`config.mk`:
```
export PLATFORM = sky130hd
export DESIGN_NAME = decode_stage_param_flat
export DESIGN_NICKNAME = d
export VERILOG_FILES = /design/src/rtl/decode_stage_param_if.sv /design/src/rtl/decode_stage_param.sv /design/src/flat_wrapper.sv
export SDC_FILE = /design/constraint.sdc
export NUM_CORES = 1
export LEC_CHECK = 0
export ABC_AREA = 0
export CORE_MARGIN = 5
export CORE_UTILIZATION = 52
export CTS_CLUSTER_SIZE = 40
export DETAILED_ROUTE_END_ITERATION = 10
export GPL_ROUTABILITY_DRIVEN = 0
export PLACE_DENSITY = 0.78
export SYNTH_ARGS = -nofsm -noshare
export SYNTH_HDL_FRONTEND = slang
export SYNTH_SLANG_ARGS = --single-unit
```
`constraint.sdc`:
```
create_clock -name clk -period 1.7 [get_ports clk]
set_input_delay 0.34 -clock clk [delete_from_list [all_inputs] [get_ports clk]]
set_output_delay 0.34 -clock clk [all_outputs]
set_load 0.01 [all_outputs]
```
`src/rtl/decode_stage_param_if.sv`:
```
// Decode/execute boundary bundle: decode-side inputs, write-back port,
// pipeline control, hazard stall and the registered execute-stage outputs.
interface decode_stage_param_if #(
    parameter int DATA_W     = 24,
    parameter int ADDR_W     = 24,
    parameter int INSTR_W    = 34,
    parameter int REG_ADDR_W = 4,
    parameter int CTRL_W     = 8
);
    // decode-stage inputs
    logic [INSTR_W-1:0]    instr_d;
    logic                  valid_d;
    logic [CTRL_W-1:0]     ctrl_d;
    logic [DATA_W-1:0]     imm_ext_d;
    logic [ADDR_W-1:0]     pc_d;
    logic [ADDR_W-1:0]     pc_plus4_d;

    // write-back port
    logic                  reg_write_w;
    logic [REG_ADDR_W-1:0] rd_w;
    logic [DATA_W-1:0]     result_w;

    // pipeline control
    logic                  stall_in;
    logic                  flush_e;
    logic                  stall_fd;

    // execute-stage register contents
    logic                  valid_e;
    logic [CTRL_W-1:0]     ctrl_e;
    logic [DATA_W-1:0]     rd1_e;
    logic [DATA_W-1:0]     rd2_e;
    logic [DATA_W-1:0]     imm_ext_e;
    logic [REG_ADDR_W-1:0] rs1_e;
    logic [REG_ADDR_W-1:0] rs2_e;
    logic [REG_ADDR_W-1:0] rd_e;
    logic [ADDR_W-1:0]     pc_e;
    logic [ADDR_W-1:0]     pc_plus4_e;

    // upstream side (fetch/decode, write-back, control)
    modport master (
        output instr_d, valid_d, ctrl_d, imm_ext_d, pc_d, pc_plus4_d,
        output reg_write_w, rd_w, result_w,
        output stall_in, flush_e,
        input  stall_fd,
        input  valid_e, ctrl_e, rd1_e, rd2_e, imm_ext_e,
        input  rs1_e, rs2_e, rd_e, pc_e, pc_plus4_e
    );

    // the decode stage itself
    modport slave (
        input  instr_d, valid_d, ctrl_d, imm_ext_d, pc_d, pc_plus4_d,
        input  reg_write_w, rd_w, result_w,
        input  stall_in, flush_e,
        output stall_fd,
        output valid_e, ctrl_e, rd1_e, rd2_e, imm_ext_e,
        output rs1_e, rs2_e, rd_e, pc_e, pc_plus4_e
    );
endinterface

```
`src/rtl/decode_stage_param.sv`:
```
// Decode stage: register file with write-back bypass, load-use hazard
// detection, and the D/E pipeline register with stall/flush handling.
module decode_stage_param #(
    parameter int DATA_W     = 24,
    parameter int ADDR_W     = 24,
    parameter int INSTR_W    = 34,
    parameter int REG_ADDR_W = 4,
    parameter int RS1_LSB    = 25,
    parameter int RS2_LSB    = 21,
    parameter int RD_LSB     = 0,
    parameter int CTRL_W     = 8,
    parameter int LOAD_BIT   = 3
) (
    input logic                  clk,
    input logic                  rst,
    decode_stage_param_if.slave  bus
);
    localparam int unsigned NUM_REGS = 2**REG_ADDR_W;

    logic [DATA_W-1:0]     regs [NUM_REGS];
    logic [REG_ADDR_W-1:0] rs1_d;
    logic [REG_ADDR_W-1:0] rs2_d;
    logic [REG_ADDR_W-1:0] rd_d;
    logic [DATA_W-1:0]     rd1_d;
    logic [DATA_W-1:0]     rd2_d;
    logic                  hz;
    logic                  de_update;
    logic                  de_bubble;

    // Register index fields of the decode instruction
    always_comb begin
        rs1_d = bus.instr_d[RS1_LSB +: REG_ADDR_W];
        rs2_d = bus.instr_d[RS2_LSB +: REG_ADDR_W];
        rd_d  = bus.instr_d[RD_LSB  +: REG_ADDR_W];
    end

    // Register file write port; r0 is never written
    always_ff @(posedge clk or negedge rst) begin
        if (!rst) begin
            for (int unsigned i = 0; i < NUM_REGS; i++) begin
                regs[i] <= '0;
            end
        end else if (bus.reg_write_w && bus.rd_w != '0) begin
            regs[bus.rd_w] <= bus.result_w;
        end
    end

    // Read ports with same-cycle write-back bypass; r0 reads as zero
    always_comb begin
        if (rs1_d == '0) begin
            rd1_d = '0;
        end else if (bus.reg_write_w && bus.rd_w == rs1_d) begin
            rd1_d = bus.result_w;
        end else begin
            rd1_d = regs[rs1_d];
        end

        if (rs2_d == '0) begin
            rd2_d = '0;
        end else if (bus.reg_write_w && bus.rd_w == rs2_d) begin
            rd2_d = bus.result_w;
        end else begin
            rd2_d = regs[rs2_d];
        end
    end

    // Load-use hazard: a load in E whose destination a valid decode instruction reads
    always_comb begin
        hz = bus.valid_e && bus.ctrl_e[LOAD_BIT] && (bus.rd_e != '0) && bus.valid_d &&
             ((bus.rd_e == rs1_d) || (bus.rd_e == rs2_d));
        bus.stall_fd = hz && !bus.flush_e;
    end

    // D/E update decision: flush beats stall_in, stall_in beats the hazard bubble
    always_comb begin
        de_update = bus.flush_e || !bus.stall_in;
        de_bubble = bus.flush_e || hz;
    end

    // D/E pipeline register
    always_ff @(posedge clk or negedge rst) begin
        if (!rst) begin
            bus.valid_e    <= 1'b0;
            bus.ctrl_e     <= '0;
            bus.rd1_e      <= '0;
            bus.rd2_e      <= '0;
            bus.imm_ext_e  <= '0;
            bus.rs1_e      <= '0;
            bus.rs2_e      <= '0;
            bus.rd_e       <= '0;
            bus.pc_e       <= '0;
            bus.pc_plus4_e <= '0;
        end else if (de_update) begin
            if (de_bubble) begin
                bus.valid_e    <= 1'b0;
                bus.ctrl_e     <= '0;
                bus.rd1_e      <= '0;
                bus.rd2_e      <= '0;
                bus.imm_ext_e  <= '0;
                bus.rs1_e      <= '0;
                bus.rs2_e      <= '0;
                bus.rd_e       <= '0;
                bus.pc_e       <= '0;
                bus.pc_plus4_e <= '0;
            end else begin
                bus.valid_e    <= bus.valid_d;
                bus.ctrl_e     <= bus.valid_d ? bus.ctrl_d : '0;
                bus.rd1_e      <= rd1_d;
                bus.rd2_e      <= rd2_d;
                bus.imm_ext_e  <= bus.imm_ext_d;
                bus.rs1_e      <= rs1_d;
                bus.rs2_e      <= rs2_d;
                bus.rd_e       <= rd_d;
                bus.pc_e       <= bus.pc_d;
                bus.pc_plus4_e <= bus.pc_plus4_d;
            end
        end
    end
endmodule

```
`src/flat_wrapper.sv`:
```
// flat-port wrapper written by rule: the top's interface ports become plain ports
module decode_stage_param_flat 
#(
    parameter int DATA_W     = 24,
    parameter int ADDR_W     = 24,
    parameter int INSTR_W    = 34,
    parameter int REG_ADDR_W = 4,
    parameter int RS1_LSB    = 25,
    parameter int RS2_LSB    = 21,
    parameter int RD_LSB     = 0,
    parameter int CTRL_W     = 8,
    parameter int LOAD_BIT   = 3
)
  (clk, rst, bus_instr_d, bus_valid_d, bus_ctrl_d, bus_imm_ext_d, bus_pc_d, bus_pc_plus4_d, bus_reg_write_w, bus_rd_w, bus_result_w, bus_stall_in, bus_flush_e, bus_stall_fd, bus_valid_e, bus_ctrl_e, bus_rd1_e, bus_rd2_e, bus_imm_ext_e, bus_rs1_e, bus_rs2_e, bus_rd_e, bus_pc_e, bus_pc_plus4_e);
  decode_stage_param_if #(.DATA_W(DATA_W), .ADDR_W(ADDR_W), .INSTR_W(INSTR_W), .REG_ADDR_W(REG_ADDR_W), .CTRL_W(CTRL_W)) bus_i ();
  input logic clk;
  input logic rst;
  input wire logic [$bits(bus_i.instr_d)-1:0] bus_instr_d;
  input wire logic [$bits(bus_i.valid_d)-1:0] bus_valid_d;
  input wire logic [$bits(bus_i.ctrl_d)-1:0] bus_ctrl_d;
  input wire logic [$bits(bus_i.imm_ext_d)-1:0] bus_imm_ext_d;
  input wire logic [$bits(bus_i.pc_d)-1:0] bus_pc_d;
  input wire logic [$bits(bus_i.pc_plus4_d)-1:0] bus_pc_plus4_d;
  input wire logic [$bits(bus_i.reg_write_w)-1:0] bus_reg_write_w;
  input wire logic [$bits(bus_i.rd_w)-1:0] bus_rd_w;
  input wire logic [$bits(bus_i.result_w)-1:0] bus_result_w;
  input wire logic [$bits(bus_i.stall_in)-1:0] bus_stall_in;
  input wire logic [$bits(bus_i.flush_e)-1:0] bus_flush_e;
  output wire logic [$bits(bus_i.stall_fd)-1:0] bus_stall_fd;
  output wire logic [$bits(bus_i.valid_e)-1:0] bus_valid_e;
  output wire logic [$bits(bus_i.ctrl_e)-1:0] bus_ctrl_e;
  output wire logic [$bits(bus_i.rd1_e)-1:0] bus_rd1_e;
  output wire logic [$bits(bus_i.rd2_e)-1:0] bus_rd2_e;
  output wire logic [$bits(bus_i.imm_ext_e)-1:0] bus_imm_ext_e;
  output wire logic [$bits(bus_i.rs1_e)-1:0] bus_rs1_e;
  output wire logic [$bits(bus_i.rs2_e)-1:0] bus_rs2_e;
  output wire logic [$bits(bus_i.rd_e)-1:0] bus_rd_e;
  output wire logic [$bits(bus_i.pc_e)-1:0] bus_pc_e;
  output wire logic [$bits(bus_i.pc_plus4_e)-1:0] bus_pc_plus4_e;
  assign bus_i.instr_d = bus_instr_d;
  assign bus_i.valid_d = bus_valid_d;
  assign bus_i.ctrl_d = bus_ctrl_d;
  assign bus_i.imm_ext_d = bus_imm_ext_d;
  assign bus_i.pc_d = bus_pc_d;
  assign bus_i.pc_plus4_d = bus_pc_plus4_d;
  assign bus_i.reg_write_w = bus_reg_write_w;
  assign bus_i.rd_w = bus_rd_w;
  assign bus_i.result_w = bus_result_w;
  assign bus_i.stall_in = bus_stall_in;
  assign bus_i.flush_e = bus_flush_e;
  assign bus_stall_fd = bus_i.stall_fd;
  assign bus_valid_e = bus_i.valid_e;
  assign bus_ctrl_e = bus_i.ctrl_e;
  assign bus_rd1_e = bus_i.rd1_e;
  assign bus_rd2_e = bus_i.rd2_e;
  assign bus_imm_ext_e = bus_i.imm_ext_e;
  assign bus_rs1_e = bus_i.rs1_e;
  assign bus_rs2_e = bus_i.rs2_e;
  assign bus_rd_e = bus_i.rd_e;
  assign bus_pc_e = bus_i.pc_e;
  assign bus_pc_plus4_e = bus_i.pc_plus4_e;
  decode_stage_param #(.DATA_W(DATA_W), .ADDR_W(ADDR_W), .INSTR_W(INSTR_W), .REG_ADDR_W(REG_ADDR_W), .RS1_LSB(RS1_LSB), .RS2_LSB(RS2_LSB), .RD_LSB(RD_LSB), .CTRL_W(CTRL_W), .LOAD_BIT(LOAD_BIT)) u_core (.clk(clk), .rst(rst), .bus(bus_i));
endmodule
```
# Word level (Yosys, flattened, before mapping)
# Index checks and enable logic that the tools add are counted.
[word_totals]
ff_bits = 525
latch_bits = 0
ram_bits = 0
mem_bits_ro = 0
output_inout_bits = 142
n_memories = 0
[classes]
addsub = 0
n_mul = 0
n_div = 0
magnitude_cmp = 4
n_eq_ne = 4
shifts = 0
n_mux = 24
bitwise = 3
n_reduce_logical = 18
[ops]
columns = ["cell", "n"]
rows = [
  ["$bwmux 384", 1],
  ["$mux 24", 14],
  ["$bmux 24 s4", 2],
  ["$demux 24 s4", 1],
  ["$eq 4x4->1", 4],
  ["$mux 8", 2],
  ["$ge 5x5->1 const B", 3],
  ["$not 4->5", 3],
  ["$mux 4", 3],
  ["$logic_and 1x1->1", 9],
  ["$logic_not 4->1", 2],
  ["$reduce_bool 4->1", 2],
  ["$lt 5x1->1 const B", 1],
  ["$logic_or 1x1->1", 3],
  ["$logic_not 1->1", 2],
  ["$mux 1", 1],
]

# Logic depth before layout (Yosys ltp)
# Gate-level depths: netlist (run 1).
[logic_depth]
word_depth = 7
ltp_mapped = 9
mapped_depth_nobuf = 5

# Least setup slack after synthesis (run 1)
# OpenSTA, ideal clock, no wires.
[synth_timing]
path_type = "input-to-reg"
from = "input bus_instr_d[26]"
to = "register u_core.bus.rd1_e[10]"
setup_time_ps = 134
t_arrival_ps = 1747
required_time_ps = 1566
slack_ps = -181
cell_stages = 7
cell_sequence = "buf_4 > buf_2 > mux4_2 > o22ai_1 > o22ai_1 > mux2i_1 > o21ai_0"
[synth_via]
elab_chain_cells = 7
word_cells_on_any_way = 14
[synth_lines]
columns = ["element", "line_no", "rtl"]
rows = [
  ["start, declared", "flat_wrapper.sv:18", "input wire logic [$bits(bus_i.instr_d)-1:0] bus_instr_d;"],
  ["$not 4->5 (not written as such)", "decode_stage_param.sv:55", "rd1_d = regs[rs1_d];"],
  ["$bmux 24 s4", "decode_stage_param.sv:55", ""],
  ["$mux 24 (not written as such) (2 in series)", "decode_stage_param.sv:55", ""],
  ["$mux 24", "decode_stage_param.sv:52", "end else if (bus.reg_write_w && bus.rd_w == rs1_d) begin"],
  ["$mux 24", "decode_stage_param.sv:50", "if (rs1_d == '0) begin"],
  ["$mux 24 (*)", "decode_stage_param.sv:94", "if (de_bubble) begin"],
  ["end signal, assigned", "decode_stage_param.sv:108", "bus.rd1_e <= rd1_d;"],
  ["end, declared", "decode_stage_param_if.sv:56", "output valid_e, ctrl_e, rd1_e, rd2_e, imm_ext_e,"],
]
# Every way passes the cells marked *; elsewhere a longest branch is shown, timed or not. The select of a mux whose other input is x is not followed.
# A chain may end at the register's enable or synchronous reset.

# Worst setup path in the final report (run 1)
[layout_timing]
from = "register u_core.bus.rd_e[2]"
to = "output bus_stall_fd"
[layout_via]
elab_chain_cells = 5
word_cells_on_any_way = 8
[layout_lines]
columns = ["element", "line_no", "rtl"]
rows = [
  ["start, declared", "decode_stage_param_if.sv:57", "output rs1_e, rs2_e, rd_e, pc_e, pc_plus4_e"],
  ["start signal, assigned", "decode_stage_param.sv:113", "bus.rd_e <= rd_d;"],
  ["$reduce_bool 4->1", "decode_stage_param.sv:69", "hz = bus.valid_e && bus.ctrl_e[LOAD_BIT] && (bus.rd_e != '0) && bus.valid_d &&"],
  ["$logic_and 1x1->1 (2 in series)", "decode_stage_param.sv:69", ""],
  ["$logic_and 1x1->1 (*)", "decode_stage_param.sv:69", ""],
  ["$logic_and 1x1->1 (*)", "decode_stage_param.sv:71", "bus.stall_fd = hz && !bus.flush_e;"],
  ["end, declared", "flat_wrapper.sv:29", "output wire logic [$bits(bus_i.stall_fd)-1:0] bus_stall_fd;"],
]
# Every way passes the cells marked *; elsewhere a longest branch is shown, timed or not.

==> results.toml, run 1 <==
[sta]
timing.setup.tns_ns = -49.71
relSlewSlack_pct = 56.8
final_max_slew_viol_count = 0
period_minus_slack_ns = 2.39
rsz0062_at_grt = "yes"
fmax_ghz = 0.419
period_share_pct = 140
worst_slack_ns = -0.688
fin_skew_ns = 0.0106
setup_viol = 147
tightest_slew_ns = 0.646
hold_violations = 0

[synth]
synth_nets = 1978
syn_area_mm2 = 0.0261
yosysWarnings = 0
synthCells = 1830
async_flop_share_pct = 100
synth-main-ff-cell = "dfrtp_1"
ys_types = 42
ys_seq_area_share_pct = 50.3
avgSynthCellArea_um2 = 14.3
synth-edff-count = 0
ys_seq_elements = 525

[worst_setup_path]
crit_path_end_kind = "primary output"
r2r_end = "u_core.bus.rd_e[1]"
r2r_slack_ns = -0.54
crit_arrival_ns = 2.05
reg2reg_from = "u_core.bus.rd_e[2]"
worstPathRequired_ns = 1.36
path_max_fanout = 3
critical_path_class = "reg2out"
start_kind = "register"
rr_worst_depth = 12

[power]
p_sw_share_pct = 27.2
p_seq_share_pct = 44.0
clockPowerShare_pct = 33.2
p_comb_share_pct = 22.8
cellPowerDensity_mw_per_mm2 = 1100
intPower_mw = 27.2
power_leakage_nw = 15.3
ir_drop_uv = 750
p_switching_mw = 10.2

[global_route]
grt_usage_pct = 30.0
grt_start_max_net_pins = 95
antenna_found_initial = 2
grt_pass1_wl_um = 125000
gr-total-overflow = 0
grt_pass1_vias = 20000

[detailed_routing]
drc_errors = 0
via_count = 18800
vias_per_cell = 6.42
ant_nets = 0
routedWlPerCell_um = 28.4
wl_um = 83300
first_pass_iters = 7
drtIter0Drc = 1732

[placement]
io_buffer_count = 267
dpl.hpwl_um = 52700
place_ws_ns = -0.916

[die]
fp.dieArea_mm2 = 0.0548
rows = 82
die_h_um = 234
num_io_pins = 290
die_x_um = 234
start_util_pct = 52.3
core_area_mm2 = 0.0499

[worst_hold_path]
worst_hold_path_type = "in2async"

[cells_and_area]
area_delta_synth_final_pct = 30.7
fin_nets = 2369
final-seq-area_mm2 = 0.0131
multiInputGateArea_mm2 = 0.0125
fillCellCount = 3367
drive_gt1_share_pct = 47.1

[status]
violations = "setup timing"
status = "finished, violations left"

[clock_network]
cts.sink_count = 525
clock_latency_ns = 0.61
cts-root-buf = "clkbuf_16"
cts_buffers = 55
h-tree-depth = 2
cts_buffer_depth = 3
clk_pin_slew_ns = 0.06
cts_tree = "built"

[run]
drv_cap = 0
## placed cells by master (no fill, tap or decap), types with 3 or more instances in the layout
| master | n |
|---|---|
| clkbuf_16 | 55 |
| nand2b_1 | 6 |
| nor2_2 | 9 |
| buf_16 | 13 |
| nor2_1 | 20 |
| a32o_1 | 8 |
| nand3_1 | 3 |
| xor2_1 | 12 |
| a211oi_2 | 14 |
| clkbuf_8 | 19 |
| or3_1 | 3 |
| mux2i_1 | 79 |
| dfrtp_1 | 519 |
| buf_2 | 5 |
| mux2i_2 | 3 |
| clkbuf_1 | 6 |
| a22o_1 | 86 |
| buf_4 | 157 |
| a211oi_1 | 15 |
| clkdlybuf4s50_1 | 115 |
| clkinv_2 | 9 |
| o22ai_1 | 78 |
| o21ai_2 | 32 |
| clkdlybuf4s15_1 | 10 |
| buf_12 | 74 |
| bufinv_16 | 4 |
| mux2_4 | 15 |
| dfrtp_2 | 6 |
| o31ai_4 | 14 |
| mux2_2 | 433 |
| dlygate4sd2_1 | 125 |
| nor3_1 | 3 |
| buf_6 | 32 |
| mux4_2 | 144 |
| nor2b_1 | 3 |
| o21ai_0 | 37 |
| nand2_1 | 54 |
## flip-flops by register name, summed over array words and instances, names as in the netlist
register / cells
u_core.bus.rd2_e: 24
u_core.regs: 384
u_core.bus.rd1_e: 24
u_core.bus.rs2_e: 4
u_core.bus.imm_ext_e: 24
u_core.bus.rd_e: 4
u_core.bus.pc_plus4_e: 24
u_core.bus.pc_e: 24
u_core.bus.rs1_e: 4
u_core.bus.valid_e: 1
u_core.bus.ctrl_e: 8
## cells in the mapped netlist, types with 3 or more instances
cell type | instances | area, um^2
mux4_1 | 4 | 105
mux2i_1 | 83 | 831
dfrtp_1 | 525 | 13100
buf_2 | 68 | 340
nor2_1 | 29 | 109
nand2_1 | 57 | 214
o21ai_0 | 53 | 265
or3_1 | 3 | 18.8
nor2b_1 | 5 | 31.3
o21ai_1 | 17 | 85.1
clkbuf_1 | 93 | 349
nand2b_1 | 7 | 43.8
xor2_1 | 14 | 123
buf_4 | 18 | 135
o31ai_1 | 15 | 113
a211oi_1 | 28 | 210
nor3_1 | 4 | 20.0
mux4_2 | 140 | 3150
o22ai_1 | 78 | 488
a32o_1 | 8 | 80.1
nor4_1 | 4 | 25.0
a22o_1 | 86 | 753
mux2_2 | 448 | 5040
nand3_1 | 3 | 15.0
buf_6 | 19 | 214
## area by class of cell
type                    count  area share [%]
inverters                   1          0.0110
flip-flops and latches    525            38.5
clock inverters            16           0.558
well taps                 672            2.47
multi-input cells        1103            36.5
repair buffers            535            17.0
diodes                      2          0.0147
clock buffers              80            4.87
## power by group through the flow
stage                     clock network, mW  registers, mW  logic, mW
after CTS                              12.5           16.3       8.44
after global placement                    0           16.3       7.80
after floorplan                           0           16.1       5.37
after detailed placement                  0           16.5       8.08
after global routing                   13.1           16.6       9.09
final                                  12.4           16.4       8.53
## timing repair
item                                    CTS  global route
hold buffers                              1             0
setup buffers                            31             4
endpoints found under the setup margin  283           191
gates resized for setup                 312            30
pin swaps                                45            13
hold endpoints to repair                172             0
cloned                                   12             0
## per-layer routing
layer	track usage (%)	vias to the layer above	routed length, um
met5	0	-	0
met4	10.6	0	3070
met3	7.68	184	8180
met2	47.8	1000	39500
met1	40.4	9903	32500
li1	-	7748	-
## worst max-delay path, stage by stage, from the launching register on
cell and delay, ns:
dfrtp_2 0.44, buf_4 0.14, buf_6 0.12, nor4_4 0.26
nor2_1 0.08, o21ai_2 0.08, nor2_1 0.06, buf_4 0.15
buf_6 0.11
## worst max-delay path by stage
stage	start	endpoint	slack (ns)	cells past startpoint
after floorplan	bus_instr_d[21]	u_core.bus.rd2_e[10]	-0.06	8
after global placement	bus_rd_w[2]	u_core.bus.rd1_e[0]	-0.83	8
after detailed placement	bus_rd_w[2]	u_core.bus.rd1_e[0]	-0.92	8
after CTS	u_core.bus.rd_e[1]	bus_stall_fd	-0.65	6
after global routing	u_core.bus.rd_e[2]	bus_stall_fd	-0.77	8
final	u_core.bus.rd_e[2]	bus_stall_fd	-0.69	8
## cell families (layout without fill, tap and decap cells)
| family | count (synthesis) | after routing | share of synthesized area (%) |
|---|---|---|---|
| flops | 525 | 525 | 50.3 |
| compound gates | 290 | 290 | 7.81 |
| xor+xnor | 16 | 16 | 0.537 |
| simple gates | 122 | 122 | 2.16 |
| other cells | 0 | 2 | 0 |
| mux | 675 | 675 | 35.0 |
| buf+inv | 202 | 632 | 4.16 |
## per-stage QoR
stage / hold slack, ns / total power, mW / util, % / instance area, um^2 / instances
finish: 0.167 / 37.3 / 68.4 / 34100 / 2934
global route: 0.179 / 38.8 / 68.4 / 34100 / 2934
CTS: 0.157 / 37.3 / 68.0 / 33900 / 2929
detailed placement: 0.202 / 24.6 / 62.4 / 31100 / 2789
global placement: 0.197 / 24.1 / 62.4 / 31100 / 2789
floorplan: 0.0444 / 21.4 / - / 26400 / 1830
Note: power is estimated with default switching activity, not from simulation.
==> run 2: changes to the inputs <==
--- a/config.mk
+++ b/config.mk
@@ -7,11 +7,11 @@
 export LEC_CHECK = 0
 export ABC_AREA = 0
 export CORE_MARGIN = 5
-export CORE_UTILIZATION = 52
+export CORE_UTILIZATION = 56
 export CTS_CLUSTER_SIZE = 40
 export DETAILED_ROUTE_END_ITERATION = 10
 export GPL_ROUTABILITY_DRIVEN = 0
-export PLACE_DENSITY = 0.78
+export PLACE_DENSITY = 0.79
 export SYNTH_ARGS = -nofsm -noshare
 export SYNTH_HDL_FRONTEND = slang
 export SYNTH_SLANG_ARGS = --single-unit
==> constraint.sdc (replaced) <==
create_clock -name clk -period 3 [get_ports clk]
set_input_delay 0.6 -clock clk [delete_from_list [all_inputs] [get_ports clk]]
set_output_delay 0.6 -clock clk [all_outputs]
set_load 0.01 [all_outputs]
==> results.toml, run 2 (synthesis gave the netlist of run 1 again) <==
[detailed_routing]
ant_nets = 0
drc_errors = 0
first_pass_iters = 5
vias_per_cell = 6.62
drtIter0Drc = 1729
wl_um = 77400
via_count = 17900
routedWlPerCell_um = 28.6

[cells_and_area]
num_antenna_cells = 0
drive_gt1_share_pct = 38.5
top_register = "u_core.regs"
area_delta_synth_final_pct = 21.0
fillCellCount = 3171
layout_common_cells = "dfrtp_1 (521), mux2_2 (448), clkdlybuf4s50_1 (257)"
stdcell_area_mm2 = 0.0316
largest_register_ffs = 384
mostFrequentLayoutCell = "dfrtp_1"
fin_nets = 2200

[sta]
period_minus_slack_ns = 2.93
relSlewSlack_pct = 41.4
timing.setup.tns_ns = 0
fin_skew_ns = 0.0147
final_max_slew_viol_count = 0
setup_viol = 0
hold_slack_ns = 0.392
rsz0062_at_grt = "yes"
tightest_slew_ns = 0.876
fmax_ghz = 0.341
period_share_pct = 97.7
hold_violations = 0

[global_route]
grt_usage_pct = 30.0
grt_start_max_net_pins = 101
grt_pass1_vias = 18900
gr-total-overflow = 0
grt_pass1_wl_um = 117000
antenna_found_initial = 4

[die]
num_io_pins = 290
die_h_um = 226
start_util_pct = 56.3
fp.dieArea_mm2 = 0.0510
core_area_mm2 = 0.0464
rows = 79
die_x_um = 226

[worst_setup_path]
worstPathRequired_ns = 2.40
critical_path_class = "reg2out"
crit_arrival_ns = 2.33
crit_path_end_kind = "primary output"
path_cells = "xor2_1 > nor4_2 > buf_4 > o21ai_2 > nor2_2 > buf_6 > clkdlybuf4s15_2"
cp_slowest_cell = "dfrtp_2"
path_max_fanout = 5
slowest_delay_ns = 0.49
start_kind = "register"
rr_worst_depth = 9

[clock_network]
cts_buffers = 55
cts-root-buf = "clkbuf_16"
cts_tree = "built"
cts.sink_count = 525
clk_pin_slew_ns = 0.06
h-tree-depth = 2
clock_latency_ns = 0.62
cts_buffer_depth = 3

[power]
cellPowerDensity_mw_per_mm2 = 662
ir_drop_uv = 535
power_leakage_nw = 13.5

[placement]
io_buffer_count = 267
dpl.hpwl_um = 47400
postPlaceCellArea_mm2 = 0.0296

[worst_hold_path]
holdPathStages = 0
worst_hold_path_type = "reg2reg"

[status]
status = "finished, final reports clean"

[run]
drv_cap = 0
[run 2: through the flow]
stage / utilization, % / setup WS (ns) / std cells / power, mW
after CTS: 68.1 / 0.00864 / 2703 / 20.9
after floorplan: - / 0.859 / 1830 / 12.0
final: 68.1 / 0.0680 / 2704 / 20.9
after detailed placement: 63.8 / -0.182 / 2599 / 13.6
after global placement: 63.8 / -0.150 / 2599 / 13.3
after global routing: 68.1 / -0.0411 / 2704 / 21.7
[run 2: final timing paths]
| kind | start | end | slack (ns) |
|---|---|---|---|
| worst max register to register | u_core.bus.rd_e[1] | u_core.bus.pc_plus4_e[0] | 0.34 |
| worst min-delay path | u_core.regs[370] | u_core.regs[370] | 0.39 |
| worst max-delay path | u_core.bus.rd_e[2] | bus_stall_fd | 0.07 |
| worst min register to register | u_core.regs[370] | u_core.regs[370] | 0.39 |
| min in group asynchronous | rst | u_core.regs[189] | 0.54 |
| max in group asynchronous | rst | u_core.regs[151] | 1.50 |
[run 2: what timing repair did]
item,CTS,global route
endpoints found under the hold margin,21,0
hold buffers,1,0
gates cloned,0,1
pin swaps,2,1
buffers inserted,1,0
setup endpoints to repair,1,49
resized for setup,9,1
[run 2: where the power goes]
part / total [mW] / switching, mW / internal, mW
combinational: 4.28 / 1.68 / 2.60
sequential: 9.32 / 0.968 / 8.35
clock: 7.30 / 2.93 / 4.38
[run 2: layer usage]
| metal | wire length, um | GRT usage, % | share of wire, % | vias to the layer above |
|---|---|---|---|---|
| li1 | - | - | - | 7420 |
| met1 | 30300 | 40.5 | 39 | 9370 |
| met2 | 36700 | 48.1 | 47 | 913 |
| met3 | 7210 | 6.49 | 9.3 | 196 |
| met4 | 3170 | 12.3 | 4.1 | 6 |
| met5 | 22 | 0 | 0.028 | - |
[run 2: worst max-delay path: cells and delay by family (launching register included)]
family                 cells  cell delay (ns)
XOR/XNOR                   1             0.20
buffers and inverters      3             0.52
flip-flops                 1             0.49
AO/OA/AOI/OAI              1             0.06
AND/OR/NAND/NOR            2             0.45
[run 2: final cells by class]
type / instances / area (um^2) / area share, %
sequential: 525 / 13100 / 41.6
clock inverter: 18 / 283 / 0.896
tap: 607 / 759 / 2.41
timing repair buffer: 365 / 3770 / 11.9
clock buffer: 84 / 1650 / 5.22
inverter: 1 / 3.75 / 0.0119
multi-input combinational: 1104 / 12000 / 37.9
